$ cat src/rtl/tile_vga_renderer.sv
// tile_vga_renderer: VGA timing generator plus tile-mapped playfield renderer.
// Cells are fetched through a one-cycle synchronous read port and coloured
// through a packed 12-bit palette (bbbb_gggg_rrrr, entry 0 = background).
// Optional feature: define TILE_GRID_EN to draw the outer pixel ring of every
// non-empty tile in palette[0] (bevelled look); undefined draws solid tiles.
// CLK_DIV must be at least 2: the cell read needs two clk inside one pixel slot.
module tile_vga_renderer #(
   parameter int unsigned CLK_DIV    = 4,
   parameter int unsigned H_ACTIVE   = 640,
   parameter int unsigned H_FP       = 16,
   parameter int unsigned H_SYNC     = 96,
   parameter int unsigned H_BP       = 48,
   parameter int unsigned V_ACTIVE   = 480,
   parameter int unsigned V_FP       = 10,
   parameter int unsigned V_SYNC     = 2,
   parameter int unsigned V_BP       = 33,
   parameter int unsigned TILE_LOG2  = 4,
   parameter int unsigned COLS       = 10,
   parameter int unsigned ROWS       = 20,
   parameter int unsigned FIELD_X0   = 256,
   parameter int unsigned FIELD_Y0   = 80,
   parameter int unsigned COLOR_BITS = 3
) (
   input  logic                              clk,
   input  logic                              rst,
   input  logic [12*(2**COLOR_BITS)-1:0]     palette,
   output logic [$clog2(ROWS*COLS)-1:0]      cell_rd_addr,
   input  logic [COLOR_BITS-1:0]             cell_rd_data,
   output logic [3:0]                        r,
   output logic [3:0]                        g,
   output logic [3:0]                        b,
   output logic                              hs,
   output logic                              vs,
   output logic                              frame_start,
   output logic                              vblank
);

   localparam int unsigned H_TOTAL = H_SYNC + H_BP + H_ACTIVE + H_FP;
   localparam int unsigned V_TOTAL = V_SYNC + V_BP + V_ACTIVE + V_FP;
   localparam int unsigned HW      = $clog2(H_TOTAL);
   localparam int unsigned VW      = $clog2(V_TOTAL);
   localparam int unsigned DW      = (CLK_DIV > 1) ? $clog2(CLK_DIV) : 1;
   localparam int unsigned AW      = $clog2(ROWS * COLS);
   localparam int unsigned H_START = H_SYNC + H_BP;
   localparam int unsigned V_START = V_SYNC + V_BP;
   localparam int unsigned FIELD_W = COLS << TILE_LOG2;
   localparam int unsigned FIELD_H = ROWS << TILE_LOG2;

   logic [DW-1:0]         div;
   logic                  pe, pe_q1, pe_q2;
   logic [HW-1:0]         h_cnt;
   logic [VW-1:0]         v_cnt;

   // S1 combinational view of the current counter position
   int unsigned           hx, vy, xf, yf, col, row;
   logic                  h_act, v_act, in_field, hs_raw, vs_raw, at_origin;

   // pipeline registers
   logic                  in1, act1, hs1, vs1, vact1, org1;
   logic                  act2, hs2, vs2, vact2, org2;
   logic [COLOR_BITS-1:0] code2;
   logic [11:0]           pal_entry;

   assign pe = (div == DW'(CLK_DIV - 1));

   // Pixel-enable divider plus a two-clk trail of pe for the cell read return.
   always_ff @(posedge clk) begin
      // NOTE: non-blocking assignments so every register samples pre-edge values.
      if (rst) begin
         div   <= '0;
         pe_q1 <= 1'b0;
         pe_q2 <= 1'b0;
      end else begin
         div   <= pe ? '0 : div + 1'b1;
         pe_q1 <= pe;
         pe_q2 <= pe_q1;
      end
   end

   // S0: horizontal and vertical counters, advancing only on pe.
   always_ff @(posedge clk) begin
      if (rst) begin
         h_cnt <= '0;
         v_cnt <= '0;
      end else if (pe) begin
         if (h_cnt == HW'(H_TOTAL - 1)) begin
            h_cnt <= '0;
            v_cnt <= (v_cnt == VW'(V_TOTAL - 1)) ? '0 : v_cnt + 1'b1;
         end else begin
            h_cnt <= h_cnt + 1'b1;
         end
      end
   end

   // Raw timing, field membership and tile coordinates of the current pixel.
   always_comb begin
      // NOTE: every output of this block is assigned on every path, so no latch is inferred.
      hx        = 32'(h_cnt);
      vy        = 32'(v_cnt);
      hs_raw    = (hx >= H_SYNC);
      vs_raw    = (vy >= V_SYNC);
      h_act     = (hx >= H_START) && (hx < H_START + H_ACTIVE);
      v_act     = (vy >= V_START) && (vy < V_START + V_ACTIVE);
      // left/above the field wraps to a huge unsigned value and fails the range test
      xf        = hx - H_START - FIELD_X0;
      yf        = vy - V_START - FIELD_Y0;
      in_field  = h_act && v_act && (xf < FIELD_W) && (yf < FIELD_H);
      col       = xf >> TILE_LOG2;
      row       = yf >> TILE_LOG2;
      at_origin = (h_cnt == '0) && (v_cnt == '0);
   end

`ifdef TILE_GRID_EN
   localparam int unsigned TILE_MAX = (1 << TILE_LOG2) - 1;
   logic tile_edge, edge1;

   // Outer pixel ring of the tile under the current pixel.
   always_comb begin
      tile_edge = ((xf & TILE_MAX) == 0) || ((xf & TILE_MAX) == TILE_MAX) ||
                  ((yf & TILE_MAX) == 0) || ((yf & TILE_MAX) == TILE_MAX);
   end

   // Tile-edge flag travels with the S1 stage.
   always_ff @(posedge clk) begin
      if (rst)     edge1 <= 1'b0;
      else if (pe) edge1 <= tile_edge;
   end
`endif

   // S1: register fetch address and the timing flags; address holds outside the field.
   always_ff @(posedge clk) begin
      if (rst) begin
         cell_rd_addr <= '0;
         in1          <= 1'b0;
         act1         <= 1'b0;
         hs1          <= 1'b1;
         vs1          <= 1'b1;
         vact1        <= 1'b0;
         org1         <= 1'b0;
      end else if (pe) begin
         in1   <= in_field;
         act1  <= h_act && v_act;
         hs1   <= hs_raw;
         vs1   <= vs_raw;
         vact1 <= v_act;
         org1  <= at_origin;
         if (in_field) cell_rd_addr <= AW'(row * COLS + col);
      end
   end

   // S2: capture the returned cell code two clk after the address was registered.
   always_ff @(posedge clk) begin
      if (rst) begin
         code2 <= '0;
      end else if (pe_q2) begin
`ifdef TILE_GRID_EN
         code2 <= (in1 && !edge1) ? cell_rd_data : '0;
`else
         code2 <= in1 ? cell_rd_data : '0;
`endif
      end
   end

   // Second delay stage for the timing flags.
   always_ff @(posedge clk) begin
      if (rst) begin
         act2  <= 1'b0;
         hs2   <= 1'b1;
         vs2   <= 1'b1;
         vact2 <= 1'b0;
         org2  <= 1'b0;
      end else if (pe) begin
         act2  <= act1;
         hs2   <= hs1;
         vs2   <= vs1;
         vact2 <= vact1;
         org2  <= org1;
      end
   end

   // Palette entry selected by the captured cell code.
   always_comb begin
      pal_entry = palette[12*32'(code2) +: 12];
   end

   // S3: pin registers; colour is blanked outside the active area.
   always_ff @(posedge clk) begin
      if (rst) begin
         r           <= '0;
         g           <= '0;
         b           <= '0;
         hs          <= 1'b1;
         vs          <= 1'b1;
         vblank      <= 1'b1;
         frame_start <= 1'b0;
      end else begin
         frame_start <= pe && org2;
         if (pe) begin
            r      <= act2 ? pal_entry[3:0]  : 4'h0;
            g      <= act2 ? pal_entry[7:4]  : 4'h0;
            b      <= act2 ? pal_entry[11:8] : 4'h0;
            hs     <= hs2;
            vs     <= vs2;
            vblank <= !vact2;
         end
      end
   end

endmodule

$ cat config.mk
export PLATFORM = sky130hd
export DESIGN_NAME = tile_vga_renderer
export DESIGN_NICKNAME = d
export VERILOG_FILES = /design/src/rtl/tile_vga_renderer.sv
export SDC_FILE = /design/constraint.sdc
export NUM_CORES = 1
export LEC_CHECK = 0
export CAP_MARGIN = 20
export CORE_ASPECT_RATIO = 0.75
export CORE_MARGIN = 2
export CORE_UTILIZATION = 53
export CTS_BUF_LIST = sky130_fd_sc_hd__clkbuf_16
export CTS_CLUSTER_DIAMETER = 30
export DETAILED_ROUTE_END_ITERATION = 8
export GPL_ROUTABILITY_DRIVEN = 1
export GPL_TIMING_DRIVEN = 0
export PLACE_DENSITY = 0.9
export SLEW_MARGIN = 15
export SYNTH_ARGS = -nofsm -noshare
export SYNTH_HDL_FRONTEND = slang
export SYNTH_SLANG_ARGS = --single-unit
$ cat constraint.sdc
create_clock -name clk -period 11.01 [get_ports clk]
set_clock_uncertainty 0.15 [all_clocks]
set_input_delay 2.202 -clock clk [delete_from_list [all_inputs] [get_ports clk]]
set_output_delay 2.202 -clock clk [all_outputs]
set_load 0.01 [all_outputs]
Yosys cells after proc, flatten, opt, wreduce, memory -nomap -nowiden
Cells that the tools add are included.

Bits in registers: 62. Bits of input ports: 101. Output and inout bits: 24. Word-level logic and storage cells: 66.

Add/subtract/negate cells: 8. Multiply operators: 2. $lt $le $gt $ge: 8. Equality and inequality tests: 3. Shifts and indexed selects: 1. Multiplexer cells: 6. Reductions and logical operators: 13.

Operators by type and width (number): indexed part select 96 x 8 -> 12 bit (1); less-than comparator 32 x 8 -> 1 bit (second input constant) (1); less-than comparator 32 x 9 -> 1 bit (second input constant) (1); multiplier 28 x 3 -> 7 bit (second input constant) (1); adder 10 x 1 -> 10 bit (second input constant) (2); equality test 10 bit (second input constant) (2); zero test 10 bit (2); less-than comparator 10 bit (second input constant) (2); two-way mux 10 bit (2); two-way mux 4 bit (3); subtractor 11 x 10 -> 12 bit (second input constant) (1); subtractor 11 x 8 -> 12 bit (second input constant) (1); subtractor 10 x 6 -> 11 bit (second input constant) (1); subtractor 10 x 8 -> 11 bit (second input constant) (1); >= comparator 10 x 2 -> 1 bit (second input constant) (1); >= comparator 10 x 6 -> 1 bit (second input constant) (1); >= comparator 10 x 7 -> 1 bit (second input constant) (1); >= comparator 10 x 8 -> 1 bit (second input constant) (1); adder 8 bit (1); logical AND 1 bit (7); multiplier 2 x 3 -> 5 bit (first input constant) (1); AND reduction 2 bit (2); two-way mux 3 bit (1); adder 2 x 1 -> 2 bit (second input constant) (1); other kinds (3) (3).

Longest topological paths before layout
Gate-level depths: netlist of run 1.

Depth in word-level cells: 6. Mapped depth: 19. Gate-level depth less buffers: 18.

Least setup slack after synthesis of run 1
OpenSTA, ideal clock, no wires.

Path kind: register -> register. Start point: register v_cnt[0]. End point: register cell_rd_addr[7]. Data arrival time: 4.241 ns. Data required time: 10.764 ns. Slack: 6.523 ns. Stages on the path, launching flop included: 20. Buffers on the path: 1. Clock period less this slack: 4.487 ns. Path through: dfxtp_1 > ha_1 > buf_4 > nor3_1 > xnor2_1 > ha_1 > nand2b_1 > o22ai_1 > nor4b_1 > or4_4 > nand2_1 > ha_1 > fa_1 > ha_1 > inv_1 > o21bai_1 > a21oi_1 > xnor2_1 > and4_1 > o41ai_2.

Longest elaborated chain between the ends: 6.

Ends and longest elaborated chain: start, declared (line 52) `logic [VW-1:0] v_cnt;`; start signal, assigned (line 88) `v_cnt <= (v_cnt == VW'(V_TOTAL - 1)) ? '0 : v_cnt + 1'b1;`; branches (longest 6 deep; another with multiplier 28 x 3 -> 7 bit); end signal, assigned (line 147) `if (in_field) cell_rd_addr <= AW'(row * COLS + col);`; end, declared (line 27) `output logic [$clog2(ROWS*COLS)-1:0] cell_rd_addr,`.

Several ways; the timed one is not identified. A chain may end at the register's enable or synchronous reset.

Worst setup path in the final report of run 1
Same ends and word-level chain as after synthesis.

==> results by group, run 1 <==
Power and ir drop
  – Combinational share of power: 11.3%
  – Pint: 421 uW
  – Lkg Pwr: ~2.2 nW
  – Net switching share of the total power: 24.0%
  – Pwr dens: 90.5 nW/um^2
  – Maximum vdd drop: roughly 0.000067 V
  – Total power: 554 uW
  – Seq pwr share: roughly two fifths
  – Clock share of power: 47.5%
  – Switch Pwr: 133 uW

Final layout
  – Layout Cells excl Fill: about 740
  – Share of cells above drive strength 1: 11.3%
  – Area growth, synth to finish: 36.6%
  – Final instance area: about 6100 um^2
  – Post-layout util: between 70% and 80%
  – Final #Nets: 752
  – Antenna cells: 0

Timing
  – Worst Hold Margin: 279 ps
  – Final hold vios: 0
  – Period utilization: 47.7%
  – Final setup violation count: 0
  – TNS Setup: 0 ps
  – F_max: 190 MHz
  – Post-route setup slack: 5760 ps
  – Tmin final: 5250 ps
  – Slew @ Worst Pin: 909 ps
  – RSZ-0062 raised after global routing: false
  – Max-slew headroom: 38.7%
  – Final Max Slew Viols: 0

Clocking
  – Clock Tree Buf Depth: 2
  – CTS sink count: 62
  – Clk Latency, worst-skew pair: roughly 340 ps
  – Cts repair resizes: 0
  – Post-CTS Setup Repair Bufs: 0
  – CTS root buffer: clkbuf_16
  – CTS Hold Buffers Added: 0
  – Reg clk slew, reported paths: 60 ps
  – H-Tree Level Count: 3
  – Total CTS buffers: 9
  – CTS tree: yes

Worst setup path
  – Req. time, crit path: 11100 ps
  – Worst Reg-to-Reg Cells: 19
  – R2r setup slk: 5760 ps
  – WS Path Type: reg -> reg
  – Critical R2R Capture: cell_rd_addr[7]
  – Reg-to-Reg Start: v_cnt[0]
  – CP Max Fanout: 10
  – CP Capture Type: register
  – Critical path launch point type: register
  – WP data arrival: about 5300 ps

Global route
  – GRT Util Overall: 33.1%
  – First-pass GRT wire length: 23.2 mm
  – Initial antenna violation count: 0
  – Vias in the first global route: 4347
  – GRT overflow: 0
  – Largest net degree at the start of global routing: 13

Placed design
  – Post-Place Worst Slack: 5850 ps
  – RD Place Congestion: roughly 1
  – HPWL after DPL: 11.3 mm
  – DP Cell Count: 719
  – Dpl cell area: 5850 um^2
  – Port bufs: 123

Drt
  – Initial DRC Count: ~420
  – Drt drc: 0
  – Final wirelength: 14.7 mm
  – Routed Antenna Nets: 0
  – Via density: slightly above 6
  – Via Count: 4509
  – Wire length per cell: 20.0 um
  – 1st-pass router iterations: 5

Synth
  – Yosys warns: 0
  – Area leader, netlist: dfxtp_1
  – Ys flop type: dfxtp_1
  – FFs w/ async S/R, synth: 0%
  – Cells after synthesis: approximately 500
  – Most instantiated cells after synthesis: 62 x dfxtp_1, 49 x nand2_1, 39 x nor2_1
  – Share of the synthesized area in the top cell type: 27.7%
  – Flops & latches, synth: 62
  – Number of synthesized flops with an enable pin: 0
  – Distinct cells, synth: 70
  – Mean Syn Cell Area: 9.19 um^2
  – Area contributors post-synth: dfxtp_1 28%, mux4_2 12%, ha_1 7.5%
  – Count leader, synth: dfxtp_1
  – Mapped Nets: 618
  – Sequential area share after synthesis: between 20 and 30%
  – Syn Std Cell Area: 4490 um^2

Floorplanning
  – Rows: 29
  – Core ar.: 8350 um^2
  – I/O pins: about 130
  – Die ar.: 9220 um^2
  – Initial Util: 53.7%
  – Die Wd: 110 um
  – Die Y: between 80 and 90 um

Run
  – Max cap viols: 0

Worst hold path
  – Worst hold stages: 1
  – Min-Delay Endpoint: div[0]
  – Hold Startpoint: div[0]
  – HP Class: reg -> reg

Status
  – Status: finished clean
==> cells in the final DEF (no fill, tap or decap), drive strengths merged, types with 3 or more instances in the layout <==
cell type,n
nand4,11
o21bai,3
mux2i,20
and2,3
o31ai,6
nand3,15
nor4,6
clkinv,7
clkbuf,30
and3,4
nand2b,5
or3,3
a21o,5
ha,27
nand2,49
buf,15
o21ai,26
or4,3
clkdlybuf4s50,123
a31oi,4
a21oi,29
xor2,12
nor3,13
mux4,24
xnor2,20
inv,21
dfxtp,62
o41ai,3
nor2,39
==> state kept, by name, summed over array words and instances (netlist names), 2 cells and up <==
| signal | cells |
|---|---|
| h_cnt | 10 |
| r | 4 |
| div | 2 |
| b | 4 |
| v_cnt | 10 |
| g | 4 |
| cell_rd_addr | 8 |
| code2 | 3 |
==> cells by family (layout without fill, tap and decap cells) <==
| kind of cell | after synthesis | in the layout | synth area share, % |
|---|---|---|---|
| multiplexers | 45 | 45 | 16.8 |
| AND/OR/NAND/NOR | 165 | 165 | 18.7 |
| AO/OA/AOI/OAI | 98 | 98 | 15.3 |
| flip-flops | 62 | 62 | 27.7 |
| adder cells (fa/ha/maj) | 29 | 29 | 8.42 |
| XOR/XNOR | 32 | 32 | 6.25 |
| buffers and inverters | 57 | 196 | 6.83 |
==> worst max-delay path by stage <==
stage / from / end / cells after the start
2_1_floorplan: v_cnt[0] / cell_rd_addr[7] / 19
3_3_place_gp: v_cnt[0] / cell_rd_addr[7] / 19
3_5_place_dp: v_cnt[0] / cell_rd_addr[7] / 19
4_1_cts: v_cnt[0] / cell_rd_addr[7] / 19
5_1_grt: v_cnt[0] / cell_rd_addr[7] / 19
6_report: v_cnt[0] / cell_rd_addr[7] / 19
==> power groups by stage <==
stage / sequential, mW / combinational [mW] / clock (mW)
CTS: 0.228 / 0.0616 / 0.262
floorplan: 0.233 / 0.0183 / 0
global route: 0.229 / 0.0657 / 0.272
global placement: 0.233 / 0.0583 / 0
detailed placement: 0.233 / 0.0605 / 0
finish: 0.228 / 0.0625 / 0.264
==> critical path, cell delays in order (launching register included) <==
cell and delay [ps]:
dfxtp_1 330, ha_1 190, buf_4 170, nor3_1 320, xnor2_1 280, ha_1 360
nand2b_1 80, o22ai_1 140, nor4b_1 660, or4_4 280, nand2_1 60, ha_1 340
fa_1 530, ha_1 360, inv_1 70, o21bai_1 70, a21oi_1 240, xnor2_1 130
and4_1 220, o41ai_2 190
==> cell type report <==
class	count	area (um^2)
Multi-Input combinational cell	369	2940
Fill cell	570	2220
Sequential cell	62	1240
Timing Repair Buffer	123	1230
Buffer	36	228
Clock buffer	9	225
Tap cell	108	135
Inverter	21	78.8
Clock inverter	7	48.8
==> routing by layer <==
| layer | up-vias | global-route usage, % | wire length, um |
|---|---|---|---|
| met5 | - | 0 | 0 |
| li1 | 2052 | - | - |
| met3 | 50 | 8.90 | 1320 |
| met4 | 0 | 11.0 | 430 |
| met2 | 234 | 50.6 | 6980 |
| met1 | 2173 | 45.1 | 5990 |
Power figures use the tool's default switching activity.
==> run 2, diff against run 1 <==
--- a/config.mk
+++ b/config.mk
@@ -8,13 +8,13 @@
 export CAP_MARGIN = 20
 export CORE_ASPECT_RATIO = 0.75
 export CORE_MARGIN = 2
-export CORE_UTILIZATION = 53
+export CORE_UTILIZATION = 49
 export CTS_BUF_LIST = sky130_fd_sc_hd__clkbuf_16
 export CTS_CLUSTER_DIAMETER = 30
 export DETAILED_ROUTE_END_ITERATION = 8
 export GPL_ROUTABILITY_DRIVEN = 1
 export GPL_TIMING_DRIVEN = 0
-export PLACE_DENSITY = 0.9
+export PLACE_DENSITY = 0.84
 export SLEW_MARGIN = 15
 export SYNTH_ARGS = -nofsm -noshare
 export SYNTH_HDL_FRONTEND = slang
==> constraint.sdc (replaced) <==
create_clock -name clk -period 5.15 [get_ports clk]
set_clock_uncertainty 0.15 [all_clocks]
set_input_delay 1.03 -clock clk [delete_from_list [all_inputs] [get_ports clk]]
set_output_delay 1.03 -clock clk [all_outputs]
set_load 0.01 [all_outputs]
==> run 2 against run 1 <==
Effect of this change:
- wire length is 0.18% lower
- sequential cell count stayed put
- power is 130% higher
- global-route usage is 4.2 points lower
- largest power group unchanged
- highest routed layer unchanged
==> results by group, run 2 (synthesis gave the netlist of run 1 again) <==
Final layout
  – Share of cells above drive strength 1: 11.8% (+0.48 points)
  – Antenna cells: 0 (unchanged)
  – Final instance area: 6200 um^2 (+1.3%)
  – Post-layout util: 69.2% (-4.2 points)
  – Most common cell after layout, fill and taps aside: clkdlybuf4s50_1
  – Area growth, synth to finish: 38.3%
  – Most frequent cells in the layout: 123 x clkdlybuf4s50_1, 62 x dfxtp_1, 49 x nand2_1
  – Final #Nets: 752 (unchanged)
  – Biggest regs: h_cnt x10, v_cnt x10, cell_rd_addr x8

Global route
  – GRT Util Overall: 28.9% (-4.2 points)
  – Largest net degree at the start of global routing: 12 (-1)
  – First-pass GRT wire length: 22.1 mm (-4.7%)
  – Initial antenna violation count: 0 (unchanged)
  – Vias in the first global route: 4193 (-3.5%)
  – GRT overflow: 0 (unchanged)

Floorplanning
  – I/O pins: 125 (unchanged)
  – Core ar.: 8970 um^2 (+7.5%)
  – Die Y: 86.9 um (+3.8%)
  – Die ar.: 9940 um^2 (+7.8%)
  – Die Wd: 114 um (+3.9%)
  – Rows: 30 (+3.4%)
  – Initial Util: 50.0% (-3.7 points)

Timing
  – Tmin final: 4920 ps (-337 ps)
  – Final hold vios: 0 (unchanged)
  – Final Max Slew Viols: 0 (unchanged)
  – Period utilization: 95.5% (+48 points)
  – Slew @ Worst Pin: 866 ps (-42.8 ps)
  – TNS Setup: 0 ps (unchanged)
  – Max-slew headroom: 41.6% (+2.9 points)
  – Final setup violation count: 0 (unchanged)
  – RSZ-0062 raised after global routing: false
  – F_max: 203 MHz (+6.9%)

Power and ir drop
  – Maximum vdd drop: 0.000126 V (+88%)
  – Pwr dens: 203 nW/um^2 (+120%)
  – Lkg Pwr: 2.26 nW (+1.1%)

Placed design
  – Dpl cell area: 5860 um^2 (about the same)
  – HPWL after DPL: 11.2 mm (-1.4%)
  – Port bufs: 123 (unchanged)
  – RD Place Congestion: 0.911 (-9.4%)

Clocking
  – CTS root buffer: clkbuf_16
  – CTS tree: yes
  – Clock Tree Buf Depth: 2 (unchanged)
  – Total CTS buffers: 9 (unchanged)
  – CTS Hold Buffers Added: 0 (unchanged)
  – Clk Latency, worst-skew pair: 340 ps (about the same)
  – Post-CTS Setup Repair Bufs: 0 (unchanged)
  – H-Tree Level Count: 3 (unchanged)
  – Reg clk slew, reported paths: 50 ps (about the same)
  – CTS sink count: 62 (unchanged)

Drt
  – Via density: 6.03 (-1.8%)
  – Routed Antenna Nets: 0 (unchanged)
  – Initial DRC Count: 368 (-13%)
  – Wire length per cell: 19.9 um (-0.72%)
  – Final wirelength: 14.7 mm (-0.18%)
  – Via Count: 4454 (-1.2%)
  – Drt drc: 0 (unchanged)
  – 1st-pass router iterations: 5 (unchanged)

Worst setup path
  – WP data arrival: 5010 ps (-330 ps)
  – CP Capture Type: register
  – WS Path Type: reg -> reg
  – Critical path launch point type: register
  – Req. time, crit path: 5240 ps (-5860 ps)
  – CP Max Fanout: 10 (unchanged)

Worst hold path
  – HP Class: reg -> reg

Run
  – Max cap viols: 0 (unchanged)

Status
  – Status: finished clean
[run 2: changes by cell type in the layout (fill, tap and decap cells not counted), sizes merged]
cell / previous run / this run
clkinv: 7 / 6
bufinv: 0 / 2
clkinvlp: 0 / 1
inv: 21 / 19
[run 2: where the power goes]
part           internal (mW)  leakage, nW  switching [mW]
sequential             0.485        0.500         0.00319
combinational         0.0895         1.61          0.0449
clock                  0.419        0.150           0.220
total                  0.994         2.26           0.268
[run 2: worst paths after layout]
kind	slack, ps	depth (start not counted)	to	startpoint
worst max-delay path	230	19	cell_rd_addr[7]	v_cnt[0]
worst min-delay path	280	1	div[0]	div[0]
worst max register to register	230	19	cell_rd_addr[7]	v_cnt[0]
worst min register to register	280	1	div[0]	div[0]
[run 2: per-stage QoR]
step           cells  hold WS, ps  setup slack, ps  power, mW
4_1_cts          739          281             74.9       1.26
2_1_floorplan    488          253              663      0.536
3_5_place_dp     723          275            -66.6      0.627
3_3_place_gp     723          267            -1.48      0.623
6_report         739          284              234       1.26
5_1_grt          739          292             49.8       1.29
[run 2: per-layer routing]
metal  global-route usage, %  vias to the layer above  wire length (um)
met1                    38.9                     2162              6120
met3                    9.05                       36              1310
li1                        -                     2042                 -
met5                       0                        -                 0
met2                    45.3                      214              6950
met4                    7.43                        0               308
[run 2: timing repair]
item / 4_1_cts / 5_1_grt
gates resized for setup: 1 / 4
endpoints found under the hold margin: 0 / 0
endpoints found under the setup margin: 1 / 1
pin swaps: 0 / 1
[run 2: layout make-up]
| cell class | count | area [um^2] |
|---|---|---|
| flip-flops and latches | 62 | 1240 |
| fillers | 654 | 2770 |
| multi-input cells | 369 | 2970 |
| well taps | 112 | 140 |
| clock inverters | 7 | 88.8 |
| inverters | 21 | 78.8 |
| clock buffers | 9 | 225 |
| repair buffers | 123 | 1230 |
| plain buffers | 36 | 228 |
[run 2: worst max-delay path, cell delays in order, from the launching register on]
cell and delay [ps]:
dfxtp_1 320, ha_1 190, buf_4 170, nor3_2 240
xnor2_2 220, ha_2 300, inv_1 70, a32oi_1 240
nor2_1 120, or4_4 530, nand2_1 110, ha_1 270
fa_1 540, ha_1 360, inv_1 50, o21bai_1 150
a21oi_1 120, xnor2_1 260, a31oi_1 110, o41ai_2 290
